===== src/rtl/debug_ctrl_pkg.sv =====
// Shared definitions for the debug controller: state encoding, register map, CTRL/STATUS bits.
// Breakpoint support is built only when DEBUG_CONTROLLER_BREAKPOINT_EN is defined.
package debug_ctrl_pkg;

  typedef enum logic [1:0] {
    ST_RUN  = 2'd0,
    ST_HALT = 2'd1,
    ST_STEP = 2'd2
  } dbg_state_t;

  localparam logic [2:0] ADDR_CTRL   = 3'd0;
  localparam logic [2:0] ADDR_BP     = 3'd1;
  localparam logic [2:0] ADDR_INSTR  = 3'd2;
  localparam logic [2:0] ADDR_PC     = 3'd3;
  localparam logic [2:0] ADDR_RETIRE = 3'd4;

  localparam int CTRL_HALT    = 0;
  localparam int CTRL_RESUME  = 1;
  localparam int CTRL_STEP    = 2;
  localparam int CTRL_CLR_BP  = 3;
  localparam int CTRL_CLR_CNT = 4;

  localparam int STAT_BP_HIT = 2;
  localparam int STAT_BP_EN  = 3;

  function automatic logic [15:0] status_word(dbg_state_t st, logic hit, logic en);
    logic [15:0] w;
    w              = 16'd0;
    w[1:0]         = st;
    w[STAT_BP_HIT] = hit;
    w[STAT_BP_EN]  = en;
    return w;
  endfunction

endpackage


===== src/rtl/debug_bp_compare.sv =====
// Breakpoint address/enable registers, resume-skip flag and PC match detection.
// Instantiated by debug_controller only when DEBUG_CONTROLLER_BREAKPOINT_EN is defined.
module debug_bp_compare #(
  parameter int PC_WIDTH = 10
) (
  input  logic                clk,
  input  logic                reset_n,
  input  logic                bp_write,
  input  logic                bp_wr_enable,
  input  logic [PC_WIDTH-1:0] bp_wr_pc,
  input  logic                in_run,
  input  logic                resume,
  input  logic                instr_retire,
  input  logic [PC_WIDTH-1:0] current_pc,
  output logic                bp_enable,
  output logic [15:0]         bp_readback,
  output logic                bp_match
);

  logic [PC_WIDTH-1:0] bp_pc;
  logic                bp_skip;

  always_ff @(posedge clk) begin
    if (!reset_n) begin
      bp_pc     <= '0;
      bp_enable <= 1'b0;
    end else if (bp_write) begin
      bp_pc     <= bp_wr_pc;
      bp_enable <= bp_wr_enable;
    end
  end

  // Resuming sets skip so the first retire (possibly at the breakpoint PC) cannot re-trigger.
  always_ff @(posedge clk) begin
    if (!reset_n) begin
      bp_skip <= 1'b0;
    end else if (resume) begin
      bp_skip <= 1'b1;
    end else if (instr_retire) begin
      bp_skip <= 1'b0;
    end
  end

  assign bp_match = in_run & bp_enable & instr_retire & (current_pc == bp_pc) & ~bp_skip;

  always_comb begin
    bp_readback               = 16'd0;
    bp_readback[PC_WIDTH-1:0] = bp_pc;
    bp_readback[15]           = bp_enable;
  end

endmodule


===== src/rtl/debug_controller.sv =====
// Run/halt/step debug controller with an Avalon-MM register slave and retire counter.
// Optional breakpoint logic is enabled by defining DEBUG_CONTROLLER_BREAKPOINT_EN.
module debug_controller
  import debug_ctrl_pkg::*;
#(
  parameter int PC_WIDTH     = 10,
  parameter bit RESET_HALTED = 1'b0
) (
  input  logic                clk,
  input  logic                reset_n,
  input  logic [2:0]          avl_address,
  input  logic                avl_write,
  input  logic [15:0]         avl_writedata,
  output logic [15:0]         avl_readdata,
  input  logic [15:0]         current_instr,
  input  logic [PC_WIDTH-1:0] current_pc,
  input  logic                instr_retire,
  output logic                cpu_stall
);

  localparam dbg_state_t RST_STATE = RESET_HALTED ? ST_HALT : ST_RUN;

  dbg_state_t  state;
  dbg_state_t  state_next;
  logic [15:0] retire_cnt;
  logic        ctrl_wr;
  logic        do_halt;
  logic        do_resume;
  logic        do_step;
  logic        do_clr_cnt;
  logic        bp_match;
  logic        bp_hit;
  logic        bp_enable;
  logic [15:0] bp_readback;
  logic        unused_wdata;

  assign ctrl_wr      = avl_write && (avl_address == ADDR_CTRL);
  assign do_halt      = ctrl_wr & avl_writedata[CTRL_HALT];
  assign do_resume    = ctrl_wr & avl_writedata[CTRL_RESUME];
  assign do_step      = ctrl_wr & avl_writedata[CTRL_STEP];
  assign do_clr_cnt   = ctrl_wr & avl_writedata[CTRL_CLR_CNT];
  assign unused_wdata = ^avl_writedata;

`ifdef DEBUG_CONTROLLER_BREAKPOINT_EN
  logic resume_to_run;

  assign resume_to_run = (state == ST_HALT) && (state_next == ST_RUN);

  debug_bp_compare #(
    .PC_WIDTH(PC_WIDTH)
  ) u_bp (
    .clk          (clk),
    .reset_n      (reset_n),
    .bp_write     (avl_write && (avl_address == ADDR_BP)),
    .bp_wr_enable (avl_writedata[15]),
    .bp_wr_pc     (avl_writedata[PC_WIDTH-1:0]),
    .in_run       (state == ST_RUN),
    .resume       (resume_to_run),
    .instr_retire (instr_retire),
    .current_pc   (current_pc),
    .bp_enable    (bp_enable),
    .bp_readback  (bp_readback),
    .bp_match     (bp_match)
  );

  // A new match wins over a same-cycle clear so no hit is lost.
  always_ff @(posedge clk) begin
    if (!reset_n) begin
      bp_hit <= 1'b0;
    end else if (bp_match) begin
      bp_hit <= 1'b1;
    end else if (ctrl_wr && avl_writedata[CTRL_CLR_BP]) begin
      bp_hit <= 1'b0;
    end
  end
`else
  assign bp_match    = 1'b0;
  assign bp_hit      = 1'b0;
  assign bp_enable   = 1'b0;
  assign bp_readback = 16'd0;
`endif

  always_ff @(posedge clk) begin
    if (!reset_n) begin
      state <= RST_STATE;
    end else begin
      state <= state_next;
    end
  end

  always_comb begin
    state_next = state;
    case (state)
      ST_RUN: begin
        if (do_halt || bp_match) state_next = ST_HALT;
        else                     state_next = ST_RUN;
      end
      ST_HALT: begin
        if (do_halt)        state_next = ST_HALT;
        else if (do_resume) state_next = ST_RUN;
        else if (do_step)   state_next = ST_STEP;
        else                state_next = ST_HALT;
      end
      ST_STEP: begin
        if (do_halt || instr_retire) state_next = ST_HALT;
        else                         state_next = ST_STEP;
      end
      default: state_next = RST_STATE;
    endcase
  end

  // Retires are counted in every state; a clear overrides a same-cycle retire.
  always_ff @(posedge clk) begin
    if (!reset_n) begin
      retire_cnt <= 16'd0;
    end else if (do_clr_cnt) begin
      retire_cnt <= 16'd0;
    end else if (instr_retire) begin
      retire_cnt <= retire_cnt + 16'd1;
    end
  end

  always_ff @(posedge clk) begin
    if (!reset_n) begin
      avl_readdata <= 16'd0;
    end else begin
      case (avl_address)
        ADDR_CTRL:   avl_readdata <= status_word(state, bp_hit, bp_enable);
        ADDR_BP:     avl_readdata <= bp_readback;
        ADDR_INSTR:  avl_readdata <= current_instr;
        ADDR_PC:     avl_readdata <= 16'(current_pc);
        ADDR_RETIRE: avl_readdata <= retire_cnt;
        default:     avl_readdata <= 16'd0;
      endcase
    end
  end

  assign cpu_stall = (state == ST_HALT);

endmodule


===== config.mk =====
export PLATFORM = sky130hd
export DESIGN_NAME = debug_controller
export DESIGN_NICKNAME = d
export VERILOG_FILES = /design/src/rtl/debug_ctrl_pkg.sv /design/src/rtl/debug_bp_compare.sv /design/src/rtl/debug_controller.sv
export SDC_FILE = /design/constraint.sdc
export NUM_CORES = 1
export LEC_CHECK = 0
export CORE_MARGIN = 5
export CORE_UTILIZATION = 47
export CTS_BUF_LIST = sky130_fd_sc_hd__clkbuf_8
export CTS_CLUSTER_SIZE = 30
export DETAILED_ROUTE_END_ITERATION = 10
export PLACE_DENSITY_LB_ADDON = 0.1
export SLEW_MARGIN = 10
export SYNTH_ARGS = -nofsm -noshare
export SYNTH_HDL_FRONTEND = slang
export SYNTH_SLANG_ARGS = --single-unit

===== constraint.sdc =====
create_clock -name clk -period 3.5 [get_ports clk]
set_input_delay 0.875 -clock clk [delete_from_list [all_inputs] [get_ports clk]]
set_output_delay 0.875 -clock clk [all_outputs]
set_load 0.03 [all_outputs]

==> results.json, run 1 <==
{
  "rsz0062_at_grt": "no",
  "grt_pass1_vias": 1466,
  "synth.top_cell.area_share_pct": 43.17,
  "avgRoutedWirePerCell_um": 14.24,
  "row_count": 21,
  "hold_violations": 0,
  "synthCells": 176,
  "fin_setup_tns_ps": 0,
  "ctsHoldBuffers": 0,
  "cts-resized-gates": 0,
  "tightest_slew_ps": 522.6,
  "fmax_mhz": 377.8,
  "slowest_stage": "clkdlybuf4s50_1",
  "status": "completed",
  "crit_type": "input pin to flop",
  "post_synth.cell_area_avg_um2": 8.957,
  "ioPinCount": 66,
  "cts.htree.levels": 2,
  "pwr_density_cell_mw_per_mm2": 387.7,
  "drtIter0Drc": 84,
  "vdd_ir_drop_max_mv": 0.2566,
  "worstHoldPathType": "flop to flop",
  "synth_top_family_by_area": "simple AND/OR/NAND/NOR gates",
  "drv_cap": 0,
  "crit_buf_inv": 1,
  "postLayoutCoreUtil_pct": 68.46,
  "port_buffers": 53,
  "grt.total_usage_pct": 19.08,
  "die_w_um": 67.92,
  "seqPwrFrac_pct": 45.8,
  "numClockSinks": 34,
  "grt_max_degree": 17,
  "grt_pass1_wl_mm": 6.403,
  "synth_enable_flop_cells": 0,
  "cp-end-kind": "flop",
  "highest_layer": "met4",
  "wl_met1_mm": 1.509,
  "synth_top_area_cell": "dfxtp_1",
  "worst_ep_required_time_ps": 3710,
  "p_int_w": 0.0006838,
  "ys_ff_latch": 34,
  "seqCellArea_um2": 680.7,
  "gr-total-overflow": 0,
  "start_util_pct": 48.00,
  "synth_common_cells": "dfxtp_1, nor2_1, nand2_1, mux2i_1, xnor2_1",
  "critPathLaunchType": "input pin",
  "cts_buffers": 5,
  "ant_nets": 0,
  "wl_met3_um": 234,
  "antenna_found_initial": 0,
  "period_minus_slack_ps": 2647,
  "synth_ff_type": "dfxtp_1",
  "path_cells": "clkdlybuf4s50_1 > nand4_1 > or3_1 > or4_1 > a21oi_1",
  "combPwrFrac_pct": 12.5,
  "wl_met2_mm": 2.125,
  "nFillCells": 286,
  "first_pass_iters": 5,
  "cts_tree": "yes",
  "yosysMostFrequentCell": "dfxtp_1",
  "synth_mux_area_share_pct": 8.254,
  "reg2reg_slack_ps": 1750,
  "die_h_um": 67.92,
  "critPathMaxStageDelay_ps": 700,
  "ys_seq_area_share_pct": 43.17,
  "drc_errors": 0,
  "hold_slack_ps": 496.6,
  "ys_warn_count": 0,
  "synth.distinct_cells": 34,
  "setup_viol": 0,
  "sw_frac_of_total_pct": 21.57,
  "synth_area_mm2": 0.001577,
  "slew_headroom_pct": 65.08,
  "maxSlewViolCount": 0,
  "critical_path.top_delay_family": "simple AND/OR/NAND/NOR gates",
  "syn_nets": 226,
  "multi_input_area_um2": 844.6,
  "via_count": 1458,
  "leakage_nw": 0.8041,
  "crit_arrival_ps": 2860,
  "worstPathMaxFanout": 10,
  "cts_buffer_depth": 2,
  "fin_nets": 280,
  "syn2layout_area_growth_pct": 42.62,
  "pwr-share-clk_pct": 41.8,
  "p_switching_w": 0.0001880,
  "ys_top_cells_by_area": "dfxtp_1, mux2i_1, xnor2_1",
  "synth-compound-area-share_pct": 8.968,
  "synth-xor-area-share_pct": 7.778,
  "synthSimpleGateAreaFrac_pct": 27.78,
  "clk_latency_ps": 290,
  "fin_cells": 276,
  "via_per_inst": 5.283,
  "fin_skew_ps": 3.912,
  "drive_gt1_share_pct": 5.217,
  "cts_root_buf": "clkbuf_8",
  "synthAdderAreaFrac_pct": 0.7937,
  "die-area_mm2": 0.004612,
  "core_area_mm2": 0.003284,
  "fin_crit_sh_pct": 75.62,
  "place_hpwl_mm": 3.079,
  "post_cts_buffers": 0,
  "num_antenna_cells": 0,
  "routed_wl_mm": 3.929,
  "routabilityCongestion": 0.7579,
  "dp.cells": 269,
  "synthArstFlopShare_pct": 0,
  "cts.reportedPaths.clkPinSlew_ps": 70
}
[worst paths after layout]
check	start	endpoint	depth (start not counted)
setup / recovery	instr_retire	retire_cnt[15]$_SDFFE_PP0P_	5
hold / removal	retire_cnt[15]$_SDFFE_PP0P_	retire_cnt[15]$_SDFFE_PP0P_	2
setup reg to reg	retire_cnt[2]$_SDFFE_PP0P_	retire_cnt[15]$_SDFFE_PP0P_	4
hold reg to reg	retire_cnt[15]$_SDFFE_PP0P_	retire_cnt[15]$_SDFFE_PP0P_	2
[state kept, by name (all words and copies together) (netlist names)]
| register | count |
|---|---|
| retire_cnt | 16 |
| state | 2 |
| avl_readdata | 16 |
[kinds of logic after synthesis]
family,after synthesis
simple gates,81
buf+inv,11
xor+xnor,14
flops,34
fa+ha+maj,1
mux,13
compound gates,22
[layout make-up]
class                      instances  share of cell area [%]
sequential                        34                   30.27
clock inverter                     1                   1.336
multi-input combinational        131                   37.56
tap                               46                   2.560
inverter                           4                  0.6678
clock buffer                       6                   3.673
timing repair buffer              54                   23.93
[power groups by stage]
stage	combinational, W	sequential [W]	clock (W)
floorplan	0.0000404	0.000417	0
global placement	0.000106	0.000407	0
detailed placement	0.000109	0.000408	0
CTS	0.000109	0.000399	0.000371
global route	0.000117	0.000400	0.000390
finish	0.000109	0.000399	0.000364
[worst reg2reg max path, stage by stage, from the launching register on]
cell and delay [ps]:
dfxtp_1 430, nand4_1 270, or3_1 410, or4_1 400, a21oi_1 160
[per-layer routing]
| metal | vias to the layer above | track usage (%) |
|---|---|---|
| met2 | 43 | 35.36 |
| met1 | 683 | 19.43 |
| met3 | 7 | 6.076 |
| li1 | 725 | - |
| met5 | - | 0 |
| met4 | 0 | 8.437 |
[per-stage QoR]
stage	power (W)	instance area [um^2]	worst slack [ps]
global route	0.0009074	2248	680.1
floorplan	0.0004571	1577	1439
CTS	0.0008795	2248	849.6
detailed placement	0.0005171	2136	544.6
finish	0.0008718	2248	853.3
global placement	0.0005132	2136	664.8
[placed cells by master (no fill, tap or decap), types with 2 or more instances in the layout]
cell type        Yosys  final
a21oi_1              3      3
a22oi_1              6      6
and2_1              10     10
clkbuf_8             0      6
clkdlybuf4s50_1      0     53
dfxtp_1             34     34
inv_1                4      4
mux2i_1             13     13
nand2_1             17     17
nand2b_1             2      2
nand3_1              4      4
nand4_1              3      3
nor2_1              25     25
nor2b_1              3      3
nor3_1               5      5
nor4_1               4      4
o21ai_0              8      8
o32ai_1              2      2
xnor2_1             11     11
xor2_1               3      3
No activity file was read; power rests on OpenSTA's default activity.
==> run 2: changes to the inputs <==
--- a/config.mk
+++ b/config.mk
@@ -6,7 +6,7 @@
 export NUM_CORES = 1
 export LEC_CHECK = 0
 export CORE_MARGIN = 5
-export CORE_UTILIZATION = 47
+export CORE_UTILIZATION = 44
 export CTS_BUF_LIST = sky130_fd_sc_hd__clkbuf_8
 export CTS_CLUSTER_SIZE = 30
 export DETAILED_ROUTE_END_ITERATION = 10
==> constraint.sdc (replaced) <==
create_clock -name clk -period 2.6 [get_ports clk]
set_input_delay 0.65 -clock clk [delete_from_list [all_inputs] [get_ports clk]]
set_output_delay 0.65 -clock clk [all_outputs]
set_load 0.03 [all_outputs]
==> run 2 against run 1 <==
Global-route usage is 2.9 points lower. Final area increased by 1.0%. Count of clock-buffer cells in the layout stayed put. Clock power grew 32%. Largest cell class unchanged. Combinational power is 38% higher. Wire length is 2.6% lower.
==> results.json, run 2 (synthesized netlist as in run 1, its figures left out) <==
{
  "cts_root_buf": "clkbuf_8",
  "cts_buffers": 5,
  "routed_wl_mm": 3.826,
  "cp-end-kind": "primary output",
  "start_util_pct": 46.15,
  "fmax_mhz": 434.7,
  "final_common_cell": "clkdlybuf4s50_1",
  "reg_top3": "avl_readdata: 16 flops, retire_cnt: 16 flops, state: 2 flops",
  "cts_tree": "yes",
  "grt.total_usage_pct": 16.16,
  "hold_slack_ps": 493.2,
  "setup_viol": 0,
  "critical_path.top_delay_family": "buffers and inverters",
  "worstHoldPathType": "flop to flop",
  "worst_ep_required_time_ps": 1950,
  "fin_skew_ps": 5.836,
  "place_hpwl_mm": 2.949,
  "fin_setup_tns_ps": 0,
  "path_cells": "nor2b_1 > clkdlybuf4s50_1",
  "period_minus_slack_ps": 2301,
  "first_pass_iters": 4,
  "ant_nets": 0,
  "grt_pass1_wl_mm": 6.548,
  "syn2layout_area_growth_pct": 44.05,
  "tightest_slew_ps": 505.4,
  "clk_latency_ps": 280,
  "crit_buf_inv": 1,
  "fin_nets": 283,
  "antenna_found_initial": 0,
  "rsz0062_at_grt": "no",
  "row_count": 21,
  "core_area_mm2": 0.003416,
  "grt_pass1_vias": 1390,
  "maxSlewViolCount": 0,
  "die_w_um": 69.86,
  "layout_common_cells": "clkdlybuf4s50_1, dfxtp_1, nor2_1",
  "worstPathMaxFanout": 6,
  "vdd_ir_drop_max_mv": 0.3346,
  "ctsHoldBuffers": 0,
  "numClockSinks": 34,
  "port_buffers": 53,
  "via_count": 1390,
  "cts.reportedPaths.clkPinSlew_ps": 70,
  "pwr_density_cell_mw_per_mm2": 513.9,
  "status": "completed",
  "hold_violations": 0,
  "critPathMaxStageDelay_ps": 710,
  "slowest_stage": "clkdlybuf4s50_1",
  "grt_max_degree": 17,
  "num_antenna_cells": 0,
  "die_h_um": 69.86,
  "critPathLaunchType": "flop",
  "drive_gt1_share_pct": 6.438,
  "cts_buffer_depth": 2,
  "avgRoutedWirePerCell_um": 13.71,
  "crit_arrival_ps": 1650,
  "via_per_inst": 4.982,
  "leakage_nw": 0.8184,
  "drv_cap": 0,
  "slew_headroom_pct": 66.23,
  "cts.htree.levels": 2,
  "fin_crit_sh_pct": 88.49,
  "routabilityCongestion": 0.7914,
  "cts-resized-gates": 0,
  "drc_errors": 0,
  "die-area_mm2": 0.004880,
  "nFillCells": 297,
  "ioPinCount": 66,
  "drtIter0Drc": 49,
  "post_cts_buffers": 0,
  "gr-total-overflow": 0,
  "crit_type": "flop to primary output"
}
[run 2: changes by cell type in the layout (fill, tap and decap cells not counted)]
cell   previous run  this run
buf_4             1         4
[run 2: final timing paths]
path | end | slack (ps) | cells after the start | from
hold / removal | retire_cnt[15]$_SDFFE_PP0P_ | 490 | 2 | retire_cnt[15]$_SDFFE_PP0P_
hold reg to reg | retire_cnt[15]$_SDFFE_PP0P_ | 490 | 2 | retire_cnt[15]$_SDFFE_PP0P_
setup / recovery | cpu_stall | 300 | 2 | state[0]$_SDFF_PN0_
setup reg to reg | retire_cnt[15]$_SDFFE_PP0P_ | 990 | 4 | retire_cnt[3]$_SDFFE_PP0P_
[run 2: layout make-up]
| cell class | instances | area, um^2 | share of cell area, % |
|---|---|---|---|
| Clock buffer | 6 | 82.58 | 3.636 |
| Clock inverter | 1 | 30.03 | 1.322 |
| Inverter | 4 | 15.01 | 0.6612 |
| Multi-Input combinational cell | 131 | 844.6 | 37.19 |
| Sequential cell | 34 | 680.7 | 29.97 |
| Tap cell | 46 | 57.56 | 2.534 |
| Timing Repair Buffer | 57 | 560.5 | 24.68 |
[run 2: power by group]
part	internal (W)	total, W	switching, W
Clock	0.000306	0.000480	0.000174
Combinational	0.0000851	0.000150	0.0000644
Sequential	0.000531	0.000538	0.00000677
Total	0.000922	0.00117	0.000245
[run 2: metrics by stage]
stage	util [%]	power (W)	cells	instance area [um^2]	setup slack, ps
6_report	66.48	0.001167	279	2271	299.3
5_1_grt	66.48	0.001215	279	2271	244.5
4_1_cts	66.48	0.001174	279	2271	303.6
3_5_place_dp	63.19	0.0006979	272	2158	247.4
3_3_place_gp	63.19	0.0006930	272	2158	286.5
2_1_floorplan	-	0.0006154	176	1577	764.4
[run 2: routing by layer]
layer / track usage (%) / routed length, um / vias to the layer above
li1: - / - / 722
met2: 26.86 / 1756 / 44
met5: 0 / 0 / -
met1: 19.42 / 1753 / 616
met4: 4.894 / 49 / 0
met3: 5.882 / 266 / 8
[run 2: worst register-to-register path, cell delays in order (launching register included)]
cell	delay, ps
dfxtp_1	450
nand3_4	170
or3_1	390
or4_1	400
a21oi_1	140
==> run 3: changes to the inputs <==
--- a/config.mk
+++ b/config.mk
@@ -11,7 +11,6 @@
 export CTS_CLUSTER_SIZE = 30
 export DETAILED_ROUTE_END_ITERATION = 10
 export PLACE_DENSITY_LB_ADDON = 0.1
-export SLEW_MARGIN = 10
 export SYNTH_ARGS = -nofsm -noshare
 export SYNTH_HDL_FRONTEND = slang
 export SYNTH_SLANG_ARGS = --single-unit
==> results of run 3 <==
Same layout as run 2: the final DEF is identical, and so are final timing and power.
==> RTL change, RTL diff (settings of run 3) <==
Add a define of `DEBUG_CONTROLLER_BREAKPOINT_EN`.
--- a/src/rtl/debug_controller.sv
+++ b/src/rtl/debug_controller.sv
@@ -1,5 +1,7 @@
 // Run/halt/step debug controller with an Avalon-MM register slave and retire counter.
 // Optional breakpoint logic is enabled by defining DEBUG_CONTROLLER_BREAKPOINT_EN.
+`define DEBUG_CONTROLLER_BREAKPOINT_EN
+
 module debug_controller
   import debug_ctrl_pkg::*;
 #(
Behaviour: not the same (Yosys sat finds a counterexample within 4 cycles, from zero or initial values and one cycle with reset_n low).
==> RTL change against run 3 <==
  * Worst setup slack better by 0.029 ns
  * Power rose by 21%
  * Sequential cell count rose by 13
  * Count of clock-buffer cells in the layout is 1 higher
  * Die area up 33%
  * Worst hold slack lost 0.024 ns
  * Area after synthesis is 39% higher
  * Critical path type unchanged
  * Design area rose by 33%
  * Maximum frequency up 1.3%
  * Wire length up 53%
==> RTL change: results (changes against run 3) <==
| Metric | Value |
|---|---|
| Status | finished, final reports clean (unchanged) |
| # diodes | 0 (unchanged) |
| Seq cells | 47 (was 34) |
| FF-to-FF Start | retire_cnt[0] (was retire_cnt[3]) |
| WP data arrival | 1.62 ns (was 1.65 ns) |
| Hold path startpoint | bp_hit (was retire_cnt[15]) |
| Sequential cell area | 941 um^2 (was 681 um^2) |
| First-pass GRT wire length | 9070 um (was 6550 um) |
| Internal power | 1.08 mW (was 0.922 mW) |
| Area taken by multi-input logic gates | 0.00117 mm^2 (was 845 um^2) |
| Worst vdd ir | 290 uV (was 335 uV) |
| Fin cells | 394 (was 279) |
| DR pass1 iterations | 5 (was 4) |
| Post-CTS Hold Buffers | 0 (unchanged) |
| Inverter count | 7 (was 4) |
| Vias | 2071 (was 1390) |
| Share of the core filled with cells | 63.3% (was 66.5%) |
| GP Congestion | 0.810 (was 0.791) |
| Die Area | 0.00648 mm^2 (was 0.00488 mm^2) |
| Clock-cell share of area | 3.30% (was 4.96%) |
| Metal2 WL | 2840 um (was 1760 um) |
| NonClk Buf Share | 23.3% (was 24.7%) |
| Non-clock buffers | 74 (was 57) |
| Syn nets | 307 (was 226) |
| Relative slew margins | 66.0% (was 66.2%) |
| Avg Cell Area, Syn | 8.51 um^2 (was 8.96 um^2) |
| Sequential-to-total area share from yosys stat | 43.0% (was 43.2%) |
| Filler cells | 427 (was 297) |
| Clock skew | 0.00617 ns (was 0.00584 ns) |
| 1st-iter DRT viols | 132 (was 49) |
| #MultiIn Comb | 191 (was 131) |
| Lkg Pwr | 1.08 nW (was 0.818 nW) |
| Vias in the first global route | 1915 (was 1390) |
| Slowest cell on crit path | clkdlybuf4s50_1 (unchanged) |
| Routed wire length | 5840 um (was 3830 um) |
| Area contributors post-synth | dfxtp_1, a22oi_1, nand2_1 (was dfxtp_1, mux2i_1, xnor2_1) |
| GRT Overall Usage | 18.4% (was 16.2%) |
| Cell variety after synth | 37 (was 34) |
| Worst-Skew Late Latency | 0.30 ns (was 0.28 ns) |
| Port Buffers | 60 (was 53) |
| Cts bufs inserted | 5 (unchanged) |
| DRT met1 WL | 2600 um (was 1750 um) |
| Metal3 WL | 328 um (was 266 um) |
| Clock Tree Buf Depth | 2 (unchanged) |
| Post-DP HPWL | 4560 um (was 2950 um) |
| Nets | 376 (was 283) |
| # clk buffers | 7 (was 6) |
| DP Area | 0.00293 mm^2 (was 0.00216 mm^2) |
| Crit path largest cell delay | 0.69 ns (was 0.71 ns) |
| Layout cell share with drive strength beyond 1 | 8.56% (was 6.44%) |
| Synth top area share | 43.0% (was 43.2%) |
| Synth cell count leaders | dfxtp_1, nand2_1, a21oi_1 (was dfxtp_1, nor2_1, nand2_1) |
| CP max FO | 6 (unchanged) |
| Biggest regs | avl_readdata: 16 flops, retire_cnt: 16 flops, u_bp.bp_pc: 10 flops (was avl_readdata: 16 flops, retire_cnt: 16 flops, state: 2 flops) |
| Initial antenna violation count | 0 (unchanged) |
| Worst slack, placed | 0.180 ns (was 0.247 ns) |
-- RTL change: power by group through the flow --
stage | clock network (mW) | logic (mW) | registers (mW)
after floorplan | 0 | 0.0703 | 0.768
after global placement | 0 | 0.196 | 0.759
after detailed placement | 0 | 0.197 | 0.759
after CTS | 0.487 | 0.198 | 0.742
after global routing | 0.516 | 0.213 | 0.745
final | 0.477 | 0.198 | 0.743
-- RTL change: cell families after synthesis --
family          share of synthesized area [%]
simple gates                             23.1
buf+inv                                  3.38
mux                                      2.29
compound gates                           20.1
xor+xnor                                 7.61
flops                                    43.0
fa+ha+maj                               0.572
-- RTL change: final timing paths --
kind / to / slack (ns) / cells after the start
worst max-delay path: cpu_stall / 0.33 / 2
worst min-delay path: bp_hit / 0.47 / 2
worst max register to register: retire_cnt[14] / 0.69 / 5
worst min register to register: bp_hit / 0.47 / 2
-- RTL change: metal layers --
layer	vias up	GRT usage, %
li1	1041	-
met1	963	23.5
met2	62	30.2
met3	5	4.60
met4	0	6.25
met5	-	0
